## src/rtl/input_port_ctrl_pkg.sv

```systemverilog
// ----------------------------------------------------------------------------
// input_port_ctrl_pkg
//   Shared router definitions used by the input port stage and its slot
//   buffers. It holds the packet field layout, the router port indices and
//   the slot state encoding.
// ----------------------------------------------------------------------------
package input_port_ctrl_pkg;

  // Packet layout
  localparam int DATA_W    = 64;
  localparam int VC_BIT    = 63;  // virtual-channel tag: 0 = VC0 (even), 1 = VC1 (odd)
  localparam int DIR_X_BIT = 62;
  localparam int DIR_Y_BIT = 61;
  localparam int HOP_X_MSB = 55;
  localparam int HOP_X_LSB = 52;
  localparam int HOP_Y_MSB = 51;
  localparam int HOP_Y_LSB = 48;

  // Counter width for the received/error statistics
  localparam int CNT_W = 16;

  // Router port indices, one input_port_ctrl instance per port
  localparam int UP    = 0;
  localparam int DOWN  = 1;
  localparam int LEFT  = 2;
  localparam int RIGHT = 3;
  localparam int PE    = 4;

  // Occupancy of a single-slot VC buffer
  typedef enum logic {
    SLOT_EMPTY = 1'b0,
    SLOT_FULL  = 1'b1
  } slot_state_e;

endpackage : input_port_ctrl_pkg

```

## src/rtl/input_port_ctrl_vc_slot_buffer.sv

```systemverilog
// ----------------------------------------------------------------------------
// vc_slot_buffer
//   One-packet buffer for a single virtual channel, with its full flag.
//   If a write and a clear arrive on the same edge, the write wins: the slot
//   stays full and takes the new data. A clear leaves the data in place.
//
// Ports
//   clk        router clock
//   reset      synchronous, active-high reset
//   wr_en_i    store wr_data_i and mark the slot full
//   wr_data_i  packet to store
//   clr_i      downstream arbiter took the packet; mark the slot empty
//   full_o     slot holds a packet (registered)
//   data_o     slot contents (registered)
// ----------------------------------------------------------------------------
module vc_slot_buffer
  import input_port_ctrl_pkg::*;
#(
  parameter int DATA_W = input_port_ctrl_pkg::DATA_W
) (
  input  logic              clk,
  input  logic              reset,
  input  logic              wr_en_i,
  input  logic [DATA_W-1:0] wr_data_i,
  input  logic              clr_i,
  output logic              full_o,
  output logic [DATA_W-1:0] data_o
);

  slot_state_e       state_q;
  logic [DATA_W-1:0] data_q;

  // NOTE: sequential state is updated with non-blocking assignments, so every
  // flop in the block samples pre-edge values no matter how statements are ordered.
  always_ff @(posedge clk) begin
    if (reset) begin
      state_q <= SLOT_EMPTY;
      // NOTE: the data register is reset as well, because downstream logic
      // sees the data bus directly and expects zeros after reset.
      data_q  <= '0;
    end else if (wr_en_i) begin
      state_q <= SLOT_FULL;
      data_q  <= wr_data_i;
    end else if (clr_i) begin
      // A clear on an already empty slot changes nothing. The data is kept.
      state_q <= SLOT_EMPTY;
    end
  end

  assign full_o = (state_q == SLOT_FULL);
  assign data_o = data_q;

endmodule : vc_slot_buffer

```

## src/rtl/input_port_ctrl.sv

```systemverilog
// ----------------------------------------------------------------------------
// input_port_ctrl
//   Per-port input stage of the mesh router. It accepts packets from one link
//   through a send/ready handshake and parks each packet in a single-slot
//   buffer for its virtual channel. The packet is presented to that VC's
//   switch arbiter until the arbiter clears it. Each cycle the router-wide
//   polarity bit opens one VC to the link while the other VC is served
//   internally.
//
// Ports
//   clk                 router clock
//   reset               synchronous, active-high reset
//   polarity            phase bit: 0 -> link may fill VC1, 1 -> link may fill VC0
//   si / di / ri        link send strobe, packet, ready (ri is combinational)
//   vc0_valid/_data     VC0 buffer state toward the even arbiter
//   vc0_clear           even arbiter took the VC0 packet
//   vc1_valid/_data     VC1 buffer state toward the odd arbiter
//   vc1_clear           odd arbiter took the VC1 packet
//   rx_count            accepted packets, saturating
//   err_count           dropped packets (wrong phase or overrun), saturating
// ----------------------------------------------------------------------------
module input_port_ctrl
  import input_port_ctrl_pkg::*;
#(
  parameter int DATA_W = input_port_ctrl_pkg::DATA_W,
  parameter int VC_BIT = input_port_ctrl_pkg::VC_BIT,
  parameter int CNT_W  = input_port_ctrl_pkg::CNT_W
) (
  input  logic              clk,
  input  logic              reset,
  input  logic              polarity,
  input  logic              si,
  input  logic [DATA_W-1:0] di,
  output logic              ri,
  output logic              vc0_valid,
  output logic [DATA_W-1:0] vc0_data,
  input  logic              vc0_clear,
  output logic              vc1_valid,
  output logic [DATA_W-1:0] vc1_data,
  input  logic              vc1_clear,
  output logic [CNT_W-1:0]  rx_count,
  output logic [CNT_W-1:0]  err_count
);

  logic ext_vc;     // VC currently open to the link
  logic ext_full;
  logic full0;
  logic full1;
  logic accept;
  logic drop;
  logic wr0;
  logic wr1;

  assign ext_vc   = ~polarity;
  assign ext_full = ext_vc ? full1 : full0;

  // The upstream sender samples ri in the same cycle it raises si, so ri must
  // stay combinational on the current full flag.
  assign ri = ~ext_full;

  // A packet is taken only when the link VC has room and the packet is tagged
  // for the VC that is open this phase. Any other send is dropped.
  assign accept = si & ri & (di[VC_BIT] == ext_vc);
  assign drop   = si & ~accept;

  assign wr0 = accept & ~ext_vc;
  assign wr1 = accept &  ext_vc;

  vc_slot_buffer #(.DATA_W(DATA_W)) u_vc0 (
    .clk       (clk),
    .reset     (reset),
    .wr_en_i   (wr0),
    .wr_data_i (di),
    .clr_i     (vc0_clear),
    .full_o    (full0),
    .data_o    (vc0_data)
  );

  vc_slot_buffer #(.DATA_W(DATA_W)) u_vc1 (
    .clk       (clk),
    .reset     (reset),
    .wr_en_i   (wr1),
    .wr_data_i (di),
    .clr_i     (vc1_clear),
    .full_o    (full1),
    .data_o    (vc1_data)
  );

  assign vc0_valid = full0;
  assign vc1_valid = full1;

  // Saturating statistics counters
  logic [CNT_W-1:0] rx_cnt_q,  rx_cnt_d;
  logic [CNT_W-1:0] err_cnt_q, err_cnt_d;

  always_comb begin
    // NOTE: every variable gets a default first, so no path leaves one
    // unassigned and no latch is inferred.
    rx_cnt_d  = rx_cnt_q;
    err_cnt_d = err_cnt_q;
    if (accept && !(&rx_cnt_q)) begin
      rx_cnt_d = rx_cnt_q + 1'b1;
    end
    if (drop && !(&err_cnt_q)) begin
      err_cnt_d = err_cnt_q + 1'b1;
    end
  end

  always_ff @(posedge clk) begin
    if (reset) begin
      rx_cnt_q  <= '0;
      err_cnt_q <= '0;
    end else begin
      rx_cnt_q  <= rx_cnt_d;
      err_cnt_q <= err_cnt_d;
    end
  end

  assign rx_count  = rx_cnt_q;
  assign err_count = err_cnt_q;

endmodule : input_port_ctrl
```

## config.mk

```make
export PLATFORM = sky130hd
export DESIGN_NAME = input_port_ctrl
export DESIGN_NICKNAME = d
export VERILOG_FILES = /design/src/rtl/input_port_ctrl_pkg.sv /design/src/rtl/input_port_ctrl_vc_slot_buffer.sv /design/src/rtl/input_port_ctrl.sv
export SDC_FILE = /design/constraint.sdc
export NUM_CORES = 1
export LEC_CHECK = 0
export ABC_AREA = 1
export ABC_CLOCK_PERIOD_IN_PS = 1800
export BUFFER_PORTS_ARGS = -buffer_cell sky130_fd_sc_hd__buf_4
export CAP_MARGIN = 0
export CORE_UTILIZATION = 50
export DETAILED_ROUTE_END_ITERATION = 6
export GPL_TIMING_DRIVEN = 0
export PLACE_DENSITY = 0.8
export SLEW_MARGIN = 20
export SYNTH_ARGS = -nofsm -noshare
export SYNTH_HDL_FRONTEND = slang
export SYNTH_SLANG_ARGS = --single-unit
```

## constraint.sdc

```tcl
create_clock -name clk -period 1.8 [get_ports clk]
set_input_delay 0.36 -clock clk [delete_from_list [all_inputs] [get_ports clk]]
set_output_delay 0.36 -clock clk [all_outputs]
set_load 0.01 [all_outputs]
```

Word-level counts from Yosys, hierarchy flattened
Cells that the tools add are included.

Equality and inequality tests: 1. Mux-type cells: 5. Reductions and logical operators: 8. Bitwise logic cells: 8. Add/sub/neg operators: 2.

Operators with widths (count): $add 16x1->16 const B (2); $reduce_and 16->1 (2); $and 1x1->1 (5); $mux 1 (5); $reduce_bool 2->1 (2); $not 1->1 (3); $logic_and 1x1->1 (2); $logic_not 1->1 (2); $eq 1x1->1 (1).

Word-level logic and storage cells: 30. Flip-flop bits (word level): 162. Output and inout bits: 163. Input bits: 70.

Depth between registers and ports, before layout
Gate-level depths: netlist (run 1).

Word-level depth: 7. Mapped depth: 11. Mapped depth without buffers: 10.

Modules after synthesis
A second synthesis (run 1) with hierarchy kept.

Cell total of the unflattened synthesis: 898. Area total of the unflattened synthesis: 6633.9 µm².

By module, submodules not included: vc_slot_buffer (instances 2, cells an instance 282, area each 2296.0 µm², sequential area each 1301.2 µm²); input_port_ctrl (instances 1, cells an instance 334, area each 2042.0 µm², sequential area each 640.6 µm²).

Worst setup path before layout (run 1)
No wires, ideal clock.

Kind: reg2reg. From: register rx_cnt_q[0] (netlist: rx_count[0]). To: register rx_cnt_q[10] (netlist: rx_count[10]). Path buffers: 1. Stages on the path, launching flop included: 8. Library setup time: 0.115 ns. Slack: 0.234 ns. Arrival: 1.451 ns. Period minus slack after synthesis: 1.566 ns. Data required time: 1.685 ns. Cell sequence: dfxtp_1 ha_1 nand2_1 nor2_1 nand4_1 buf_2 a21oi_1 nor2_1.

Cells in the longest elaborated chain, start to end: 3. Elaborated cells on any way between the ends: 4. Classes of those cells: add/sub (1); reduce/logical (3).

Ends and longest elaborated chain: from (decl) (RTL line input_port_ctrl.sv:93) `logic [CNT_W-1:0] rx_cnt_q, rx_cnt_d;`; from (signal assigned) (RTL line input_port_ctrl.sv:114) `rx_cnt_q <= rx_cnt_d;`; parallel branches: the longest is 3 deep, another holds $add 16x1->16.

Several ways; the timed one is not identified. A chain may end at the register's enable or synchronous reset.

Final worst setup path (run 1)
From: register rx_cnt_q[0] (netlist: rx_count[0]). To: register rx_cnt_q[11] (netlist: rx_count[11]).

Same word-level chain as after synthesis.

==> results.tsv, run 1 <==
stage	metric	value	unit
run_status	status	complete, no violations	
floorplanning	num_rows	41	
timing	layout_setup_ws	0.08531	ns
global_route	grt_pass1_vias	6328	
floorplanning	core-area	12770	µm²
synth	synth_edf_count	0	
clocking	clkLatencyLatePin	0.43	ns
critical_path	crit_type	reg2reg	
clocking	path_clk_slew	0.06	ns
global_route	grt_pass1_wl	31260	µm
synth	synthArstFlopShare	0	%
final_layout	nets	1235	
critical_path	worst-path-max-fanout	10	
power_and_ir_drop	leakagePower	3.963	nW
clocking	cts_hold_buf	0	
floorplanning	pin_count	233	
critical_path	rrSetupSlack	0.09	ns
clocking	htreeDepth	4	
critical_path	critPathMaxStageDelay	0.43	ns
synth	syn_area_per_cell	7.275	µm²
clocking	cts_num_sinks	162	
final_layout	drive_above_1_share	26.19	%
timing	worstMarginPinSlew	0.5902	ns
synth	ys_seq_elements	162	
final_layout	fin_util	72.91	%
final_layout	multi_input_comb_area	2930	µm²
detailed_routing	avgRoutedWirePerCell	15.30	µm
synth	ys_seq_area_share	48.99	%
global_route	grt_start_max_net_pins	17	
placed_design	hpwl	14600	µm
power_and_ir_drop	vdd_ir_drop_max	707.1	µV
timing	slew_headroom	60.65	%
synth	netlist_instances	910	
placed_design	io_buffers	232	
final_layout	area_growth	40.67	%
detailed_routing	routed_wl	20630	µm
critical_path	crit_start	rx_count[0]	
detailed_routing	post_drt_via_cell_ratio	5.245	
critical_path	worstPathRequired	2.12	ns
min_path	hold_class	in2reg	
power_and_ir_drop	pwr_density_cell	976.6	nW/µm²
timing	skew	0.01048	ns
detailed_routing	route.detailed.drc	0	
synth	synth_fp_nets	982	
timing	report.final.slew_viol_count	0	
final_layout	layout_common_cells	nand2_1, buf_4, dfxtp_1	
global_route	grt_overflow_total	0	
final_layout	register_area	3247	µm²
final_layout	stdcell_area	9313	µm²
timing	period_needed	1.715	ns
placed_design	place_ws	-0.3800	ns
synth	ys_top_cells_by_area	dfxtp_1, nand2_1, nand3_1, a21oi_1, nor2_1	
final_layout	antenna_cells	0	
floorplanning	start_util	51.83	%
synth	ys_warn_count	0	
critical_path	r2r_end	rx_count[11]	
flow_run	maxCapViolations	0	
global_route	antenna_found_initial	0	
synth	yosysUniqueCellTypes	23	
synth	synth_top_area_share	48.99	%
detailed_routing	via_count	7070	
critical_path	crit_cells	7	
critical_path	cp.arrival	2.03	ns
final_layout	layout_commonest_cell	nand2_1	
critical_path	path_cells	ha_2 > nand2_1 > nor2_2 > nand4_1 > buf_4 > a21oi_1 > nor2_1	
timing	post-route-period-util	95.26	%
floorplanning	die_w	117.1	µm
clocking	cts_root_buf	clkbuf_16	
critical_path	worst-path-buf-inv	1	
clocking	cts_made_buffers	17	
critical_path	r2r-start	rx_count[0]	
critical_path	crit_path_end_kind	register	
timing	hold_viol	0	
detailed_routing	antenna_left	0	
synth	yosysTopAreaCell	dfxtp_1	
critical_path	slowest_stage	dfxtp_1	
critical_path	critPathCapture	rx_count[11]	
global_route	grt_use_total	29.57	%
clocking	ctsLongestPathBuffers	2	
floorplanning	die_area	13700	µm²
final_layout	nFillCells	1046	
timing	setup_violations	0	
critical_path	startpoint_type	register	
detailed_routing	drtIter0Drc	644	
synth	synth_area	6620	µm²
floorplanning	chipHeight	117.1	µm
placed_design	gp_congestion	0.9004	
critical_path	critPathTopFamily	simple AND/OR/NAND/NOR gates	
critical_path	r2r_cells	7	
synth	synth_ff_type	dfxtp_1	
clocking	cts_tree	built	
timing	fmax	583.2	MHz
detailed_routing	drt_pass1_iterations	5	
placed_design	dpl_cell_area	8577	µm²
==> sequential cells by signal, summed over array words and instances (netlist names) <==
signal,cells
u_vc1.full_o,1
err_count,16
u_vc1.data_o,64
u_vc0.data_o,64
rx_count,16
u_vc0.full_o,1
==> cell families (layout without fill, tap and decap cells) <==
group           count (synthesis)  in the layout  synth area share [%]
fa+ha+maj                       2              2                0.3779
flops                         162            162                 48.99
compound gates                145            145                 11.00
simple gates                  489            489                 31.17
buf+inv                       101            367                 7.012
xor+xnor                       11             11                 1.455
==> routing by layer <==
metal | GRT usage, % | wire length (µm) | vias up
met2 | 50.34 | 10140 | 267
met1 | 35.56 | 8478 | 3279
met4 | 11.65 | 546 | 0
li1 | - | - | 3485
met3 | 7.981 | 1467 | 39
met5 | 0 | 0 | -
==> timing repair <==
| item | CTS | global route |
|---|---|---|
| endpoints found under the setup margin | 10 | 41 |
| gates resized for setup | 0 | 15 |
| buffers inserted | 2 | 0 |
| pin swaps | 1 | 1 |
==> cell type report <==
| class | count | area share, % |
|---|---|---|
| clock inverter | 12 | 2.405 |
| clock buffer | 20 | 5.011 |
| inverter | 37 | 1.491 |
| multi-input combinational | 647 | 31.47 |
| timing repair buffer | 234 | 18.86 |
| sequential | 162 | 34.86 |
| tap | 172 | 2.311 |
| buffer | 64 | 3.587 |
==> synth_stat cells (2+ instances only) <==
| master | count |
|---|---|
| buf_6 | 7 |
| ha_1 | 2 |
| a21oi_1 | 141 |
| nand4_1 | 8 |
| inv_1 | 35 |
| nor2_2 | 2 |
| dfxtp_1 | 162 |
| nand3b_1 | 4 |
| xnor2_1 | 2 |
| buf_2 | 23 |
| nand3_1 | 146 |
| nand2_1 | 239 |
| nor3_1 | 2 |
| clkbuf_1 | 32 |
| xor2_1 | 9 |
| o21ai_0 | 3 |
| nor2_1 | 87 |
==> worst min path at each step <==
stage                                start  depth (start not counted)          endpoint
after floorplan           u_vc1.data_o[63]                          2  u_vc1.data_o[63]
after global placement    u_vc1.data_o[63]                          2  u_vc1.data_o[63]
after detailed placement  u_vc1.data_o[63]                          2  u_vc1.data_o[63]
after CTS                        vc0_clear                          4      u_vc0.full_o
after global routing             vc0_clear                          4      u_vc0.full_o
final                            vc0_clear                          4      u_vc0.full_o
==> power breakdown <==
| part | internal (mW) | leakage, nW | total, mW | switching (mW) |
|---|---|---|---|---|
| registers | 3.73 | 1.32 | 3.84 | 0.107 |
| logic | 0.466 | 2.31 | 1.06 | 0.599 |
| clock network | 2.72 | 0.337 | 4.19 | 1.47 |
| total | 6.92 | 3.96 | 9.09 | 2.18 |
==> tightest hold or removal path: cells and delay by family <==
| kind | cells | cell delay (ns) |
|---|---|---|
| compound gates | 1 | 0.05 |
| buf+inv | 2 | 0.10 |
| simple gates | 1 | 0.04 |
==> through the flow <==
| step | hold slack (ns) | cells | power [mW] | setup TNS [ns] |
|---|---|---|---|---|
| floorplan | 0.4740 | 910 | 4.433 | 0 |
| global placement | 0.4398 | 1314 | 4.948 | -13.76 |
| detailed placement | 0.4427 | 1314 | 4.965 | -14.92 |
| CTS | 0.1765 | 1348 | 9.120 | 0 |
| global route | 0.1873 | 1348 | 9.414 | -0.04306 |
| finish | 0.1867 | 1348 | 9.094 | 0 |
Note: power is estimated with default switching activity, not from simulation.
==> inputs of run 2 (changes only) <==
--- a/config.mk
+++ b/config.mk
@@ -5,11 +5,10 @@
 export SDC_FILE = /design/constraint.sdc
 export NUM_CORES = 1
 export LEC_CHECK = 0
-export ABC_AREA = 1
 export ABC_CLOCK_PERIOD_IN_PS = 1800
 export BUFFER_PORTS_ARGS = -buffer_cell sky130_fd_sc_hd__buf_4
 export CAP_MARGIN = 0
-export CORE_UTILIZATION = 50
+export CORE_UTILIZATION = 49
 export DETAILED_ROUTE_END_ITERATION = 6
 export GPL_TIMING_DRIVEN = 0
 export PLACE_DENSITY = 0.8
==> results.tsv, run 2 <==
stage	metric	value	unit
min_path	worstHoldPathCells	3	
critical_path	r2r-start	u_vc1.full_o	
timing	report.final.slew_viol_count	0	
power_and_ir_drop	leakagePower	3.676	nW
critical_path	worst-path-max-fanout	6	
min_path	hold_path.startpoint	di[26]	
detailed_routing	via_count	6431	
power_and_ir_drop	vdd_ir_drop_max	601.6	µV
floorplanning	num_rows	40	
placed_design	hpwl	13280	µm
synth	ys_seq_area_share	52.42	%
min_path	hold_end	u_vc0.data_o[26]	
synth	yosysTopAreaCell	dfxtp_1	
clocking	cts_hold_buf	0	
timing	post-route-period-util	100.2	%
final_layout	drive_above_1_share	33.91	%
critical_path	r2r_cells	4	
detailed_routing	route.detailed.drc	0	
timing	rsz0062_at_grt	true	
clocking	cts_tree	built	
critical_path	r2r_end	rx_count[8]	
critical_path	worstPathRequired	2.14	ns
clocking	path_clk_slew	0.06	ns
run_status	failed_checks	setup timing	
synth	synth_area	6187	µm²
synth	netlist_instances	768	
placed_design	gp_congestion	0.9212	
floorplanning	die_area	13080	µm²
timing	layout_setup_ws	-0.002926	ns
synth	ys_top_cells_by_area	dfxtp_1, nand2_1, a21oi_1, clkbuf_1, o31ai_1	
floorplanning	pin_count	233	
final_layout	nets	1106	
critical_path	crit_type	reg2reg	
flow_run	maxCapViolations	0	
synth	synth_ff_type	dfxtp_1	
critical_path	cp.arrival	2.14	ns
critical_path	crit_path_end_kind	register	
global_route	grt_overflow_total	0	
synth	ys_seq_elements	162	
global_route	grt_pass1_vias	5839	
power_and_ir_drop	pwr_density_cell	860.8	nW/µm²
synth	synth_fp_nets	840	
clocking	clkLatencyLatePin	0.42	ns
floorplanning	start_util	50.87	%
clocking	ctsLongestPathBuffers	2	
synth	ys_warn_count	0	
synth	synth_top_area_share	52.42	%
timing	slew_headroom	64.65	%
synth	syn_area_per_cell	8.056	µm²
clocking	cts_made_buffers	17	
detailed_routing	drt_pass1_iterations	5	
synth	yosysUniqueCellTypes	43	
clocking	cts_root_buf	clkbuf_16	
floorplanning	die_w	114.4	µm
timing	period_needed	1.803	ns
detailed_routing	avgRoutedWirePerCell	15.56	µm
placed_design	placedCellCount	1167	
detailed_routing	antenna_left	0	
run_status	status	complete, but fails checks	
timing	fmax	554.7	MHz
synth	yosys.cell_count.top_type	nand2_1	
timing	worstMarginPinSlew	0.5303	ns
timing	skew	0.005544	ns
final_layout	antenna_cells	0	
min_path	hold_class	in2reg	
global_route	grt_pass1_wl	29010	µm
critical_path	rrSetupSlack	-0.003	ns
placed_design	io_buffers	231	
synth	synth_common_cells	nand2_1, dfxtp_1, a21oi_1, clkbuf_1, o31ai_1	
final_layout	layout_common_cells	nand2_1, buf_4, dfxtp_1	
final_layout	area_growth	46.13	%
detailed_routing	routed_wl	18910	µm
timing	hold_viol	0	
timing	setup_violations	1	
detailed_routing	drtIter0Drc	637	
floorplanning	core-area	12160	µm²
final_layout	final_cell_count_no_fill	1215	
synth	synthArstFlopShare	0	%
synth	synth_edf_count	0	
detailed_routing	post_drt_via_cell_ratio	5.293	
final_layout	layout_commonest_cell	nand2_1	
clocking	htreeDepth	4	
clocking	cts_num_sinks	162	
critical_path	startpoint_type	register	
floorplanning	chipHeight	114.4	µm
global_route	antenna_found_initial	0	
global_route	grt_start_max_net_pins	17	
power_and_ir_drop	power	7.783	mW
global_route	grt_use_total	28.48	%
[run 2: changes by cell type in the layout (fill, tap and decap cells not counted), sizes merged, moves of 8 or more]
cell,previous run,this run
nor2b,0,8
o31ai,0,14
a21oi,141,150
nand2,240,262
nor2,89,13
xor2,9,0
or4,0,10
nand3,146,10
inv,38,3
nor4,0,8
[run 2: cells by family after synthesis]
family	synth area share [%]
AND/OR/NAND/NOR	25.97
AO/OA/AOI/OAI	16.22
flip-flops	52.42
adder cells (fa/ha/maj)	0.4044
buffers and inverters	3.559
multiplexers	1.436
[run 2: area by class of cell]
type | instances | area, µm²
plain buffers | 49 | 259.0
clock buffers | 23 | 478.0
clock inverters | 9 | 81.33
fillers | 976 | 3120
inverters | 3 | 11.26
multi-input cells | 553 | 2874
flip-flops and latches | 162 | 3266
well taps | 168 | 210.2
repair buffers | 248 | 1862
[run 2: layer usage]
layer	GRT usage (%)	routed length, µm
met5	0	0
met3	9.317	1693
met1	33.50	7447
met4	11.86	478
met2	47.80	9287
[run 2: timing repair]
action	in CTS	in global routing
pin swaps	6	7
setup endpoints to repair	151	132
endpoints found under the hold margin	0	0
setup buffers	8	9
resized for setup	27	54
gates cloned	0	1
[run 2: critical path, stage by stage (launching register included)]
cell	delay, ns
dfxtp_4	0.36
or3b_4	0.43
a2111o_1	0.47
or3_1	0.35
a21oi_2	0.12
[run 2: worst max path at each step]
stage	from	to	cells after the start
2_1_floorplan	err_count[0]	err_count[1]	6
3_3_place_gp	polarity	u_vc1.data_o[19]	6
3_5_place_dp	polarity	u_vc1.data_o[13]	6
4_1_cts	rx_count[0]	rx_count[9]	6
5_1_grt	u_vc1.full_o	err_count[15]	5
6_report	u_vc1.full_o	rx_count[8]	4
[run 2: through the flow]
step | utilization, % | hold slack (ns) | setup TNS, ns | instance area [µm²] | setup WS [ns]
2_1_floorplan | - | 0.4805 | -0.01923 | 6215 | -0.01923
3_3_place_gp | 67.09 | 0.4419 | -50.12 | 8159 | -0.3916
3_5_place_dp | 67.09 | 0.4468 | -53.18 | 8159 | -0.4375
4_1_cts | 72.87 | 0.1841 | 0 | 8862 | 0.003486
5_1_grt | 74.34 | 0.1926 | -0.4460 | 9041 | -0.1272
6_report | 74.34 | 0.1918 | -0.002926 | 9041 | -0.002926
[run 2: power breakdown]
| part | total (mW) | internal (mW) | switching [mW] | leakage [nW] |
|---|---|---|---|---|
| registers | 3.72 | 3.67 | 0.0531 | 1.32 |
| clock network | 3.40 | 2.00 | 1.40 | 0.269 |
| logic | 0.659 | 0.302 | 0.357 | 2.09 |
| total | 7.78 | 5.97 | 1.81 | 3.68 |
==> inputs of run 3 (changes only) <==
--- a/config.mk
+++ b/config.mk
@@ -8,7 +8,9 @@
 export ABC_CLOCK_PERIOD_IN_PS = 1800
 export BUFFER_PORTS_ARGS = -buffer_cell sky130_fd_sc_hd__buf_4
 export CAP_MARGIN = 0
-export CORE_UTILIZATION = 49
+export CELL_PAD_IN_SITES_DETAIL_PLACEMENT = 1
+export CELL_PAD_IN_SITES_GLOBAL_PLACEMENT = 2
+export CORE_UTILIZATION = 27
 export DETAILED_ROUTE_END_ITERATION = 6
 export GPL_TIMING_DRIVEN = 0
 export PLACE_DENSITY = 0.8
==> results.tsv, run 3 (synthesized netlist as in run 2, its figures left out) <==
stage	metric	value	unit
critical_path	crit_cells	4	
critical_path	critPathTopFamily	simple AND/OR/NAND/NOR gates	
detailed_routing	drt_pass1_iterations	4	
critical_path	slowest_stage	a2111o_1	
critical_path	rrSetupSlack	-0.07	ns
timing	hold_viol	0	
critical_path	r2r-start	u_vc1.full_o	
timing	report.final.slew_viol_count	0	
detailed_routing	route.detailed.drc	0	
final_layout	drive_above_1_share	35.24	%
timing	layout_setup_ws	-0.07120	ns
timing	hold_ws	0.1851	ns
timing	worstMarginPinSlew	0.5893	ns
power_and_ir_drop	power	8.086	mW
final_layout	antenna_cells	0	
clocking	path_clk_slew	0.07	ns
floorplanning	die_w	153.4	µm
final_layout	final_cell_count_no_fill	1335	
timing	fmax	534.4	MHz
critical_path	critPathMaxStageDelay	0.51	ns
final_layout	stdcell_area	9371	µm²
critical_path	crit_type	reg2reg	
floorplanning	start_util	27.41	%
clocking	clkLatencyLatePin	0.42	ns
final_layout	nets	1109	
timing	rsz0062_at_grt	true	
critical_path	crit_start	u_vc1.full_o	
clocking	cts_tree	built	
run_status	failed_checks	setup timing	
clocking	cts_root_buf	clkbuf_16	
global_route	grt_pass1_wl	35660	µm
detailed_routing	antenna_left	0	
detailed_routing	post_drt_via_cell_ratio	4.734	
floorplanning	chipHeight	153.4	µm
final_layout	layout_common_cells	nand2_1, buf_4, dfxtp_1	
flow_run	maxCapViolations	0	
global_route	grt_overflow_total	0	
detailed_routing	routed_wl	22940	µm
timing	period_needed	1.871	ns
placed_design	dpl_cell_area	8305	µm²
floorplanning	core-area	22570	µm²
floorplanning	die_area	23530	µm²
critical_path	path_cells	or3b_4 > a2111o_1 > or3_1 > a21oi_2	
timing	setup-tns-final	-0.1414	ns
detailed_routing	via_count	6320	
global_route	grt_start_max_net_pins	17	
detailed_routing	drtIter0Drc	222	
critical_path	r2r_cells	4	
clocking	cts_num_sinks	162	
final_layout	fin_util	41.52	%
placed_design	placedCellCount	1284	
critical_path	startpoint_type	register	
detailed_routing	avgRoutedWirePerCell	17.19	µm
global_route	grt_pass1_vias	6388	
final_layout	area_growth	51.47	%
placed_design	io_buffers	231	
floorplanning	pin_count	233	
global_route	antenna_found_initial	0	
placed_design	gp_congestion	0.7758	
timing	skew	0.01119	ns
critical_path	worstPathRequired	2.15	ns
floorplanning	num_rows	55	
final_layout	layout_commonest_cell	nand2_1	
critical_path	critPathCapture	rx_count[10]	
placed_design	place_ws	-0.6241	ns
power_and_ir_drop	leakagePower	3.757	nW
run_status	status	complete, but fails checks	
timing	slew_headroom	60.71	%
timing	setup_violations	2	
placed_design	hpwl	16260	µm
power_and_ir_drop	pwr_density_cell	862.9	nW/µm²
critical_path	r2r_end	rx_count[10]	
clocking	ctsLongestPathBuffers	2	
clocking	htreeDepth	4	
min_path	hold_class	in2reg	
global_route	grt_use_total	19.40	%
power_and_ir_drop	vdd_ir_drop_max	510.2	µV
critical_path	crit_path_end_kind	register	
clocking	cts_made_buffers	17	
critical_path	worst-path-buf-inv	0	
critical_path	cp.arrival	2.22	ns
timing	post-route-period-util	104.0	%
critical_path	worst-path-max-fanout	6	
[run 3: tightest hold or removal path, cell delays in order]
cell	delay, ns
buf_4	0.11
nand2_1	0.05
a21oi_1	0.05
[run 3: layout make-up]
| cell class | count | area, µm² |
|---|---|---|
| clock buffer | 19 | 442.9 |
| inverter | 3 | 11.26 |
| tap | 285 | 356.6 |
| sequential | 162 | 3269 |
| clock inverter | 13 | 147.6 |
| timing repair buffer | 252 | 1917 |
| fill | 2732 | 13200 |
| buffer | 49 | 312.8 |
| multi-input combinational | 552 | 2914 |
[run 3: worst min path at each step]
stage                      from               end  slack [ns]  depth (start not counted)
4_1_cts                   di[6]   u_vc0.data_o[6]        0.17                          3
6_report                 di[47]  u_vc1.data_o[47]        0.19                          3
3_3_place_gp   u_vc1.data_o[32]  u_vc1.data_o[32]        0.44                          2
3_5_place_dp   u_vc0.data_o[45]  u_vc0.data_o[45]        0.45                          2
5_1_grt                  di[29]  u_vc1.data_o[29]        0.17                          3
2_1_floorplan   u_vc0.data_o[0]   u_vc0.data_o[0]        0.48                          2
[run 3: report_power, final]
part,switching (mW),leakage [nW],internal (mW)
clock,1.67,0.282,2.00
combinational,0.379,2.15,0.317
sequential,0.0525,1.32,3.66
total,2.11,3.76,5.98
[run 3: timing repair]
item                                    4_1_cts  5_1_grt
endpoints found under the setup margin      156      127
gates cloned                                  0        1
gates resized for setup                      44       64
pin swaps                                     7       10
hold buffers                                  0        0
hold endpoints to repair                      0        0
setup buffers                                10       10
[run 3: metal layers]
metal / wire length, µm / GRT usage (%) / up-vias
met1: 9914 / 23.54 / 2989
met4: 259 / 5.810 / 0
li1: - / - / 3164
met5: 0 / 0 / -
met3: 1652 / 6.946 / 14
met2: 11120 / 32.05 / 153
